## src/rtl/pipe_reg_chain.sv

```systemverilog
// ---------------------------------------------------------------------------
// pipe_reg_chain
//
// Parametrised chain of pipeline boundary registers with a built-in stall
// controller. Register k sits between stage k and stage k+1 and carries a
// DATA_W payload plus a valid bit.
//
// The per-stage stall requests are folded into a monotonic stall vector: the
// highest requesting stage stalls itself and every stage upstream of it.
// A register whose upstream side is stalled but whose downstream side is free
// takes a bubble, so the downstream part of the pipe keeps draining while the
// upstream part holds.
//
// Ports
//   clk            core clock, rising edge
//   rst            asynchronous active-high reset
//   stall_req_i    [STAGES:0]          stage j cannot complete this cycle
//   flush_i        synchronous clear of every boundary register
//   stage_data_i   [STAGES*DATA_W-1:0] slice k = output of stage k
//   stage_valid_i  [STAGES-1:0]        valid bit for slice k
//   reg_data_o     [STAGES*DATA_W-1:0] slice k = contents of register k
//   reg_valid_o    [STAGES-1:0]        valid bit of register k
//   stall_o        [STAGES:0]          monotonic stall vector (combinational)
//   stall_cnt_o    [CNT_W-1:0]         saturating count of cycles with stall_o[0]
// ---------------------------------------------------------------------------
module pipe_reg_chain #(
  parameter int DATA_W = 32,
  parameter int STAGES = 4,
  parameter int CNT_W  = 16
) (
  input  logic                     clk,
  input  logic                     rst,
  input  logic [STAGES:0]          stall_req_i,
  input  logic                     flush_i,
  input  logic [STAGES*DATA_W-1:0] stage_data_i,
  input  logic [STAGES-1:0]        stage_valid_i,
  output logic [STAGES*DATA_W-1:0] reg_data_o,
  output logic [STAGES-1:0]        reg_valid_o,
  output logic [STAGES:0]          stall_o,
  output logic [CNT_W-1:0]         stall_cnt_o
);

  localparam logic [CNT_W-1:0]  CNT_MAX  = {CNT_W{1'b1}};
  localparam logic [CNT_W-1:0]  CNT_ONE  = {{(CNT_W-1){1'b0}}, 1'b1};
  localparam logic [DATA_W-1:0] DATA_ZERO = {DATA_W{1'b0}};

  // Per-register update selection
  typedef enum logic [1:0] {
    UPD_HOLD    = 2'd0,
    UPD_CAPTURE = 2'd1,
    UPD_BUBBLE  = 2'd2,
    UPD_CLEAR   = 2'd3
  } upd_e;

  logic [STAGES:0]  stall_s;
  upd_e             upd_s   [STAGES];
  logic [DATA_W-1:0] data_r [STAGES];
  logic             valid_r [STAGES];
  logic [CNT_W-1:0] cnt_r;
  logic             cnt_inc_s;

  // Stall vector: OR-scan from the last stage downwards, so every stage at or
  // below the highest requester is stalled.
  always_comb begin
    logic acc;
    acc     = 1'b0;
    stall_s = '0;
    for (int j = STAGES; j >= 0; j--) begin
      acc        = acc | stall_req_i[j];
      stall_s[j] = acc;
    end
  end

  assign stall_o = stall_s;

  // Choose the update rule for each boundary register; flush dominates,
  // then the stall edge (stalled upstream, free downstream) takes a bubble.
  always_comb begin
    for (int k = 0; k < STAGES; k++) begin
      upd_s[k] = UPD_HOLD;
      if (flush_i) begin
        upd_s[k] = UPD_CLEAR;
      end else if (stall_s[k] && !stall_s[k+1]) begin
        upd_s[k] = UPD_BUBBLE;
      end else if (!stall_s[k]) begin
        upd_s[k] = UPD_CAPTURE;
      end else begin
        upd_s[k] = UPD_HOLD;
      end
    end
  end

  // Boundary registers
  always_ff @(posedge clk or posedge rst) begin
    if (rst) begin
      for (int k = 0; k < STAGES; k++) begin
        data_r[k]  <= DATA_ZERO;
        valid_r[k] <= 1'b0;
      end
    end else begin
      for (int k = 0; k < STAGES; k++) begin
        case (upd_s[k])
          UPD_CLEAR, UPD_BUBBLE: begin
            data_r[k]  <= DATA_ZERO;
            valid_r[k] <= 1'b0;
          end
          UPD_CAPTURE: begin
            // Invalid slots are registered as-is; consumers qualify on valid.
            data_r[k]  <= stage_data_i[k*DATA_W +: DATA_W];
            valid_r[k] <= stage_valid_i[k];
          end
          UPD_HOLD: begin
            data_r[k]  <= data_r[k];
            valid_r[k] <= valid_r[k];
          end
          default: begin
            data_r[k]  <= DATA_ZERO;
            valid_r[k] <= 1'b0;
          end
        endcase
      end
    end
  end

  // Counter advances on a front-of-pipe stall unless the cycle is a flush,
  // and sticks at all-ones instead of wrapping.
  always_comb begin
    cnt_inc_s = 1'b0;
    if (stall_s[0] && !flush_i && (cnt_r != CNT_MAX)) begin
      cnt_inc_s = 1'b1;
    end else begin
      cnt_inc_s = 1'b0;
    end
  end

  // Stall-cycle counter
  always_ff @(posedge clk or posedge rst) begin
    if (rst) begin
      cnt_r <= '0;
    end else if (cnt_inc_s) begin
      cnt_r <= cnt_r + CNT_ONE;
    end else begin
      cnt_r <= cnt_r;
    end
  end

  assign stall_cnt_o = cnt_r;

  // Flatten the register array onto the output buses.
  genvar g;
  generate
    for (g = 0; g < STAGES; g++) begin : g_out
      assign reg_data_o[g*DATA_W +: DATA_W] = data_r[g];
      assign reg_valid_o[g]                 = valid_r[g];
    end
  endgenerate

endmodule

```

## config.mk

```make
export PLATFORM = sky130hd
export DESIGN_NAME = pipe_reg_chain
export DESIGN_NICKNAME = d
export VERILOG_FILES = /design/src/rtl/pipe_reg_chain.sv
export SDC_FILE = /design/constraint.sdc
export NUM_CORES = 1
export LEC_CHECK = 0
export BUFFER_PORTS_ARGS = -buffer_cell sky130_fd_sc_hd__buf_2
export CAP_MARGIN = 10
export CORE_ASPECT_RATIO = 0.5
export CORE_UTILIZATION = 40
export CTS_BUF_LIST = sky130_fd_sc_hd__clkbuf_16
export DETAILED_ROUTE_END_ITERATION = 8
export HOLD_SLACK_MARGIN = 0.12
export PLACE_DENSITY = 0.73
export SYNTH_ARGS = -nofsm -noshare
export SYNTH_HDL_FRONTEND = slang
export SYNTH_SLANG_ARGS = --single-unit
```

## constraint.sdc

```tcl
create_clock -name clk -period 4.4 [get_ports clk]
set_clock_uncertainty 0.1 [all_clocks]
set_input_delay 0.44 -clock clk [delete_from_list [all_inputs] [get_ports clk]]
set_output_delay 0.44 -clock clk [all_outputs]
set_load 0.01 [all_outputs]
```

* Yosys cells after proc, flatten, opt, wreduce, memory -nomap -nowiden
Cells that the tools add are included.
Cells by class: mux-type cells 21, bitwise logic cells 4, $add $sub $neg 1, equality and inequality tests 13, reduce and logical (&&, ||, !) cells 19
Operators by type and width (number):
- one-hot mux 32 bit (2 select lines) | 4
- adder 16 x 1 -> 16 bit, second input constant | 1
- == test 2 bit, second input constant | 8
- two-way mux 2 bit | 8
- != test 16 bit, second input constant | 1
- == test 2 x 1 -> 1 bit, second input constant | 4
- zero test 2 bit | 4
- one-hot mux 1 bit (2 select lines) | 4
- OR reduction 2 bit | 4
- logical AND 1 bit | 6
- zero test 1 bit | 5
- two-way mux 1 bit | 5
- OR 1 bit | 4
Storage, ports and cells: output and inout bits 153, input bits 140, word-level logic and storage cells 67, flip-flop bits (word level) 148

* Depth between registers and ports, before layout
Gate-level depths: netlist of run 1.
word-level depth 10, mapped depth 7, depth with buffers taken out 6

* Least setup slack after synthesis of run 1
No wires, ideal clock.
path type in2out, start input port stall_req_i[3], end output port stall_o[0], slack 2402 ps, required time 3860 ps, arrival 1458 ps, buffers on the path 0, stages 4, cell sequence or3_1 > nor2_1 > inv_2 > or2_2
On the way: word-level cells in the longest chain between the ends 4
Ends and longest elaborated chain:
- start: declaration | line 33 | input logic [STAGES:0] stall_req_i,
- OR 1 bit (3 in series) | line 69 | acc = acc | stall_req_i[j];
- named net stall_o[1] | line 39 | output logic [STAGES:0] stall_o,
- OR 1 bit | line 69
- end: declaration | line 39
The timed path passes the listed nets, and every way through them passes these cells.

* Final worst setup path of run 1
start input port stall_req_i[3], end output port stall_o[0]
On the way: word-level cells in the longest chain between the ends 4
Ends and longest elaborated chain (line):
- OR 1 bit (4 in series) | 69
Every way passes these cells.

==> results of run 1 <==
-- state kept, by name, indices dropped and copies added, names as in the netlist --
name,flops
reg_data_o,128
reg_valid_o,4
stall_cnt_o,16
-- layout by cell type, fill, tap and decap left out, types with 2 or more instances in the layout --
master and instances:
clkinv_4 2, mux2_1 2, buf_2 292, clkinvlp_4 5, nand2_1 5, or2_2 2, buf_4 7, xnor2_1 2
a22o_1 132, nand3_1 4, clkinv_2 2, dfrtp_1 148, nor4_4 2, nor2_2 3, nor4_1 6, clkbuf_16 17
nor2b_2 3, nor3_1 3, bufinv_16 3, xor2_1 10, nor2_1 4, nand4_1 2, mux2_2 2, inv_1 4
-- routing by layer --
layer,wire length (um),share of wire,track usage,vias to the layer above
met1,6800,0.44,0.298,2281
met5,0,0,0,-
li1,-,-,-,2028
met4,87,0.0056,0.0554,0
met2,8060,0.52,0.378,112
met3,518,0.034,0.0354,8
-- area by class of cell --
class,instances,area (sq um)
Fill cell,1105,5290
Sequential cell,148,3700
Multi-Input combinational cell,197,1690
Timing Repair Buffer,301,1550
Clock buffer,17,425
Tap cell,170,213
Clock inverter,14,164
Inverter,5,22.5
-- path summary, 6_finish.rpt --
check | endpoint | slack [ns] | cells past startpoint
max | stall_o[0] | 2.15 | 6
min | reg_data_o[76] | 0.15 | 2
min reg2reg | reg_data_o[39] | 0.40 | 1
min in group asynchronous | reg_data_o[61] | 0.20 | 3
max in group asynchronous | reg_data_o[123] | 3.47 | 3
max reg2reg | stall_cnt_o[1] | 2.43 | 5
-- worst max-delay path, cell delays in order --
cell	delay, ns
buf_2	0.10
or3_1	0.41
nor2_1	0.21
inv_2	0.12
or2_2	0.28
buf_2	0.15
-- where the power goes --
group	internal [mW]	leakage (nW)	switching, mW
logic	0.169	2.03	0.206
clock network	0.886	0.280	0.553
registers	1.44	2.02	0.0912
total	2.49	4.33	0.850
-- per-stage QoR --
stage	utilization	instance area (sq um)	total power [mW]	setup WS [ns]
6_report	0.595	7770	3.34	2.15
5_1_grt	0.595	7770	3.49	2.04
4_1_cts	0.594	7750	3.37	2.11
3_5_place_dp	0.549	7170	1.93	1.69
3_3_place_gp	0.549	7170	1.91	1.77
2_1_floorplan	-	5530	1.73	2.00
-- kinds of logic (layout without fill, tap and decap cells) --
| kind of cell | count (synthesis) | count (layout) | synth area share |
|---|---|---|---|
| flip-flops | 148 | 148 | 0.670 |
| AO/OA/AOI/OAI | 134 | 134 | 0.214 |
| AND/OR/NAND/NOR | 46 | 46 | 0.0602 |
| buffers and inverters | 35 | 337 | 0.0265 |
| XOR/XNOR | 12 | 12 | 0.0190 |
| multiplexers | 4 | 4 | 0.00815 |
| adder cells (fa/ha/maj) | 1 | 1 | 0.00226 |
==> reports/results.tsv, run 1 <==
metric	value	unit
cp-end-kind	primary output	
synth-edff-count	0	
cts-root-buf	clkbuf_16	
gp_congestion	0.804	
outcome	complete, no violations	
first_pass_iters	4	
crit_path_start_kind	input port	
grt_start_max_net_pins	149	
worstPathRequired	3.86	ns
yosysWarnings	0	
ys_async_sr_fraction	1.00	
insertion_delay	0.39	ns
overflow	0	
critical_path_class	input port to primary output	
vias	4429	
grtUsageTotal	0.221	
drive_above_1_share	0.516	
hold_viol	0	
synth_cells	380	
crit_fanout	5	
period_needed	2.25	ns
wl_per_cell	18.1	um
drv_cap	0	
die_w	168	um
die_area	14300	sq um
rows	29	
ys_top_cells_by_count	dfrtp_1 (148), a22o_1 (132), clkbuf_1 (22)	
synth.most_common_cell	dfrtp_1	
start_util	0.423	
synth_top_flop_cell	dfrtp_1	
cts_num_sinks	148	
syn_area	5530	sq um
maxSlewViolCount	0	
holdWs	0.155	ns
grt_pass1_vias	4390	
cts_tree	built	
finalCritPeriodShare	0.510	
design.core.area	13100	sq um
synth_top_area_cell	dfrtp_1	
crit_path_start	stall_req_i[3]	
nets	811	
finalSetupTns	0	ns
drc	0	
post_cts_buffers	0	
antenna_found_initial	0	
peakVddDrop	0.356	mV
setup_viol	0	
drt_iter0_drc	254	
antenna_cells	0	
worstPathArrival	1.71	ns
wl	15.5	mm
ys_seq_elements	148	
hold_class	input port to flop	
synth_seq_area_share	0.670	
cts_resized	0	
avgSynthCellArea	14.5	sq um
syn_nets	521	
vias_per_cell	5.20	
syn_to_final_growth	40.6	%
antenna_left	0	
die_y	85.1	um
ys_types	35	
p_per_area	430	nW/um^2
grt_first_pass_wirelength	24.4	mm
worstMarginPinSlew	0.760	ns
ios	293	
numCtsBuffers	17	
clockBufferDepth	2	
yosys.area.top_type_share	0.670	
hp-start	stage_data_i[76]	
stdcell_count	852	
relSlewSlack	0.494	
p_leak	4.33	nW
post-dp-hpwl	10.9	mm
clock.fmax	0.445	GHz
dp_cells	820	
cts.clk_slew.worst_paths	0.06	ns
rsz0062_at_grt	no	
io_buffer_count	292	
synth_area_leaders	dfrtp_1 (67%), a22o_1 (21%), xor2_1 (1.6%)	
rr_startpoint	stall_cnt_o[0]	
h-tree-depth	4	
cts_hold_buf	0	
(Power assumes the default switching activity.)
==> run 2: changes to the inputs <==
--- a/config.mk
+++ b/config.mk
@@ -8,11 +8,11 @@
 export BUFFER_PORTS_ARGS = -buffer_cell sky130_fd_sc_hd__buf_2
 export CAP_MARGIN = 10
 export CORE_ASPECT_RATIO = 0.5
-export CORE_UTILIZATION = 40
+export CORE_UTILIZATION = 45
 export CTS_BUF_LIST = sky130_fd_sc_hd__clkbuf_16
 export DETAILED_ROUTE_END_ITERATION = 8
 export HOLD_SLACK_MARGIN = 0.12
-export PLACE_DENSITY = 0.73
+export PLACE_DENSITY = 0.78
 export SYNTH_ARGS = -nofsm -noshare
 export SYNTH_HDL_FRONTEND = slang
 export SYNTH_SLANG_ARGS = --single-unit
==> constraint.sdc (replaced) <==
create_clock -name clk -period 2.3 [get_ports clk]
set_clock_uncertainty 0.1 [all_clocks]
set_input_delay 0.23 -clock clk [delete_from_list [all_inputs] [get_ports clk]]
set_output_delay 0.23 -clock clk [all_outputs]
set_load 0.01 [all_outputs]
==> run 2 against run 1 <==
  * Worst hold slack gained 0.12 ns
  * Critical path type is now flop to flop
  * Cell count rose by 16%
  * Utilization increased by 18 points
  * Combinational power rose by 150%
  * Worst setup slack worse by 1.8 ns
  * First-iteration DRC count grew 28%
  * Sequential share of layout area down 7.2 points
  * Routed wire length rose by 18%
  * Sequential power increased by 91%
  * Global-route usage up 6.2 points
  * Sequential cell count stayed put
==> reports/results.tsv, run 2 (synthesized netlist as in run 1, its figures left out) <==
metric	value	unit	change
drt_iter0_drc	324		+28%
post_cts_buffers	0		unchanged
grt.busiest_layer	met2		
grt_use_met3	0.0563		+0.0209
rr_startpoint	stall_cnt_o[0]		
wl_per_cell	18.5	um	+1.8%
hold_viol	0		unchanged
dp_cells	819		-0.12%
vias_per_cell	5.25		+0.99%
hold_class	input port to flop		
crit_fanout	4		-1
rsz0062_at_grt	no		
crit_path_start_kind	flop		
numCtsBuffers	17		unchanged
relSlewSlack	0.592		+0.0984
grt_pass1_vias	5407		+23%
vias	5171		+17%
nets	947		+17%
grt_use_met1	0.318		+0.0200
final_common_cell	buf_2		
p_leak	4.92	nW	+14%
antenna_left	0		unchanged
drv_cap	0		unchanged
finalCritPeriodShare	0.856		
io_buffer_count	292		unchanged
p_per_area	735	nW/um^2	+71%
setup_viol	0		unchanged
start_util	0.465		+0.0422
grt_start_max_net_pins	102		-32%
antenna_found_initial	1		+1
grt_first_pass_wirelength	27.8	mm	+14%
design.core.area	11900	sq um	-9.1%
worstMarginPinSlew	0.605	ns	-0.154 ns
cts_resized	0		unchanged
wl	18.2	mm	+18%
grtUsageTotal	0.283		+0.0623
first_pass_iters	5		+1
crit_path_start	stall_cnt_o[0]		
rows	28		-3.4%
syn_to_final_growth	65.6	%	
cp-end-kind	flop		
critical_path_class	flop to flop		
largest_reg_flops	128		unchanged
power	6.73	mW	+100%
cts-root-buf	clkbuf_16		
h-tree-depth	4		unchanged
crit_slowest_cell	dfrtp_1		
drc	0		unchanged
post-dp-hpwl	10.5	mm	-3.8%
die_y	80.4	um	-5.6%
die_area	12800	sq um	-11%
overflow	0		unchanged
clock.fmax	0.508	GHz	
fill_cells	734		-34%
stdcell_count	985		+16%
finalSetupTns	0	ns	unchanged
critPathTopFamily	simple AND/OR/NAND/NOR gates		
met2_usage	0.516		+0.139
critical-path-max-stage-delay	0.44	ns	+0.03 ns
peakVddDrop	0.556	mV	+56%
cts_num_sinks	148		unchanged
ff_latch_area	3700	sq um	unchanged
cts.clk_slew.worst_paths	0.06	ns	about the same
multi_input_area	1690	sq um	unchanged
hp-start	stall_req_i[3]		
drive_above_1_share	0.431		-0.0851
maxSlewViolCount	0		unchanged
die_w	159	um	-5.7%
outcome	complete, no violations		
crit_buf_inv	0		-3
clockBufferDepth	2		unchanged
worstPathArrival	2.15	ns	+0.44 ns
layout_common_cells	buf_2 (292), dfrtp_1 (148), dlygate4sd3_1 (133), a22o_1 (132), clkbuf_16 (17)		
cts_tree	built		
gp_congestion	0.779		-3.1%
crit_chain	ha_1, nand3_1, or2_1, nor4_1, mux2_2		
ios	293		unchanged
period_needed	1.97	ns	
insertion_delay	0.40	ns	about the same
holdWs	0.270	ns	+0.115 ns
worstPathRequired	2.48	ns	-1.38 ns
[run 2: changes by cell type in the layout (fill, tap and decap cells not counted)]
cell and change:
buf_12 +1, clkinvlp_4 -3, buf_8 -1, bufinv_16 +1, clkinv_1 +2, diode_2 +1, clkinv_2 -2, inv_1 +1
buf_4 +3, dlygate4sd3_1 +133, clkinv_4 +2
[run 2: final timing paths]
kind                                   endpoint  slack (ns)  cells past startpoint
min in group asynchronous        reg_data_o[69]        0.45                      4
worst max register to register  stall_cnt_o[14]        0.33                      5
worst min register to register  reg_data_o[112]        0.40                      1
worst min-delay path            reg_data_o[101]        0.27                      4
max in group asynchronous       stall_cnt_o[14]        1.18                      4
worst max-delay path            stall_cnt_o[14]        0.33                      5
[run 2: report_power, final]
| group | switching, mW | leakage, nW | internal, mW |
|---|---|---|---|
| clock network | 1.08 | 0.303 | 1.81 |
| registers | 0.178 | 2.02 | 2.75 |
| logic | 0.446 | 2.60 | 0.474 |
[run 2: what timing repair did]
item / 4_1_cts / 5_1_grt
hold buffers: 133 / 0
hold endpoints to repair: 280 / 0
setup endpoints to repair: 0 / 0
[run 2: cell type report]
class | instances | area share
well taps | 165 | 0.0226
flip-flops and latches | 148 | 0.405
multi-input cells | 197 | 0.185
repair buffers | 437 | 0.318
clock buffers | 17 | 0.0465
diodes | 1 | 0.000273
clock inverters | 15 | 0.0208
inverters | 5 | 0.00246
[run 2: worst min-delay path: stages]
cell    delay, ns
buf_2        0.08
or2_2        0.15
nor2_2       0.08
a22o_1       0.18
[run 2: layer usage]
metal | wire length (um) | vias up
met5 | 13 | -
met4 | 733 | 2
met3 | 645 | 73
met2 | 9650 | 202
met1 | 7150 | 2593
li1 | - | 2301
[run 2: through the flow]
stage	cell area, sq um	utilization	setup slack, ns
final	9150	0.771	0.331
after global routing	9150	0.770	0.170
after floorplan	5530	-	0.109
after global placement	7200	0.606	0.307
after CTS	9150	0.770	0.340
after detailed placement	7200	0.606	0.277
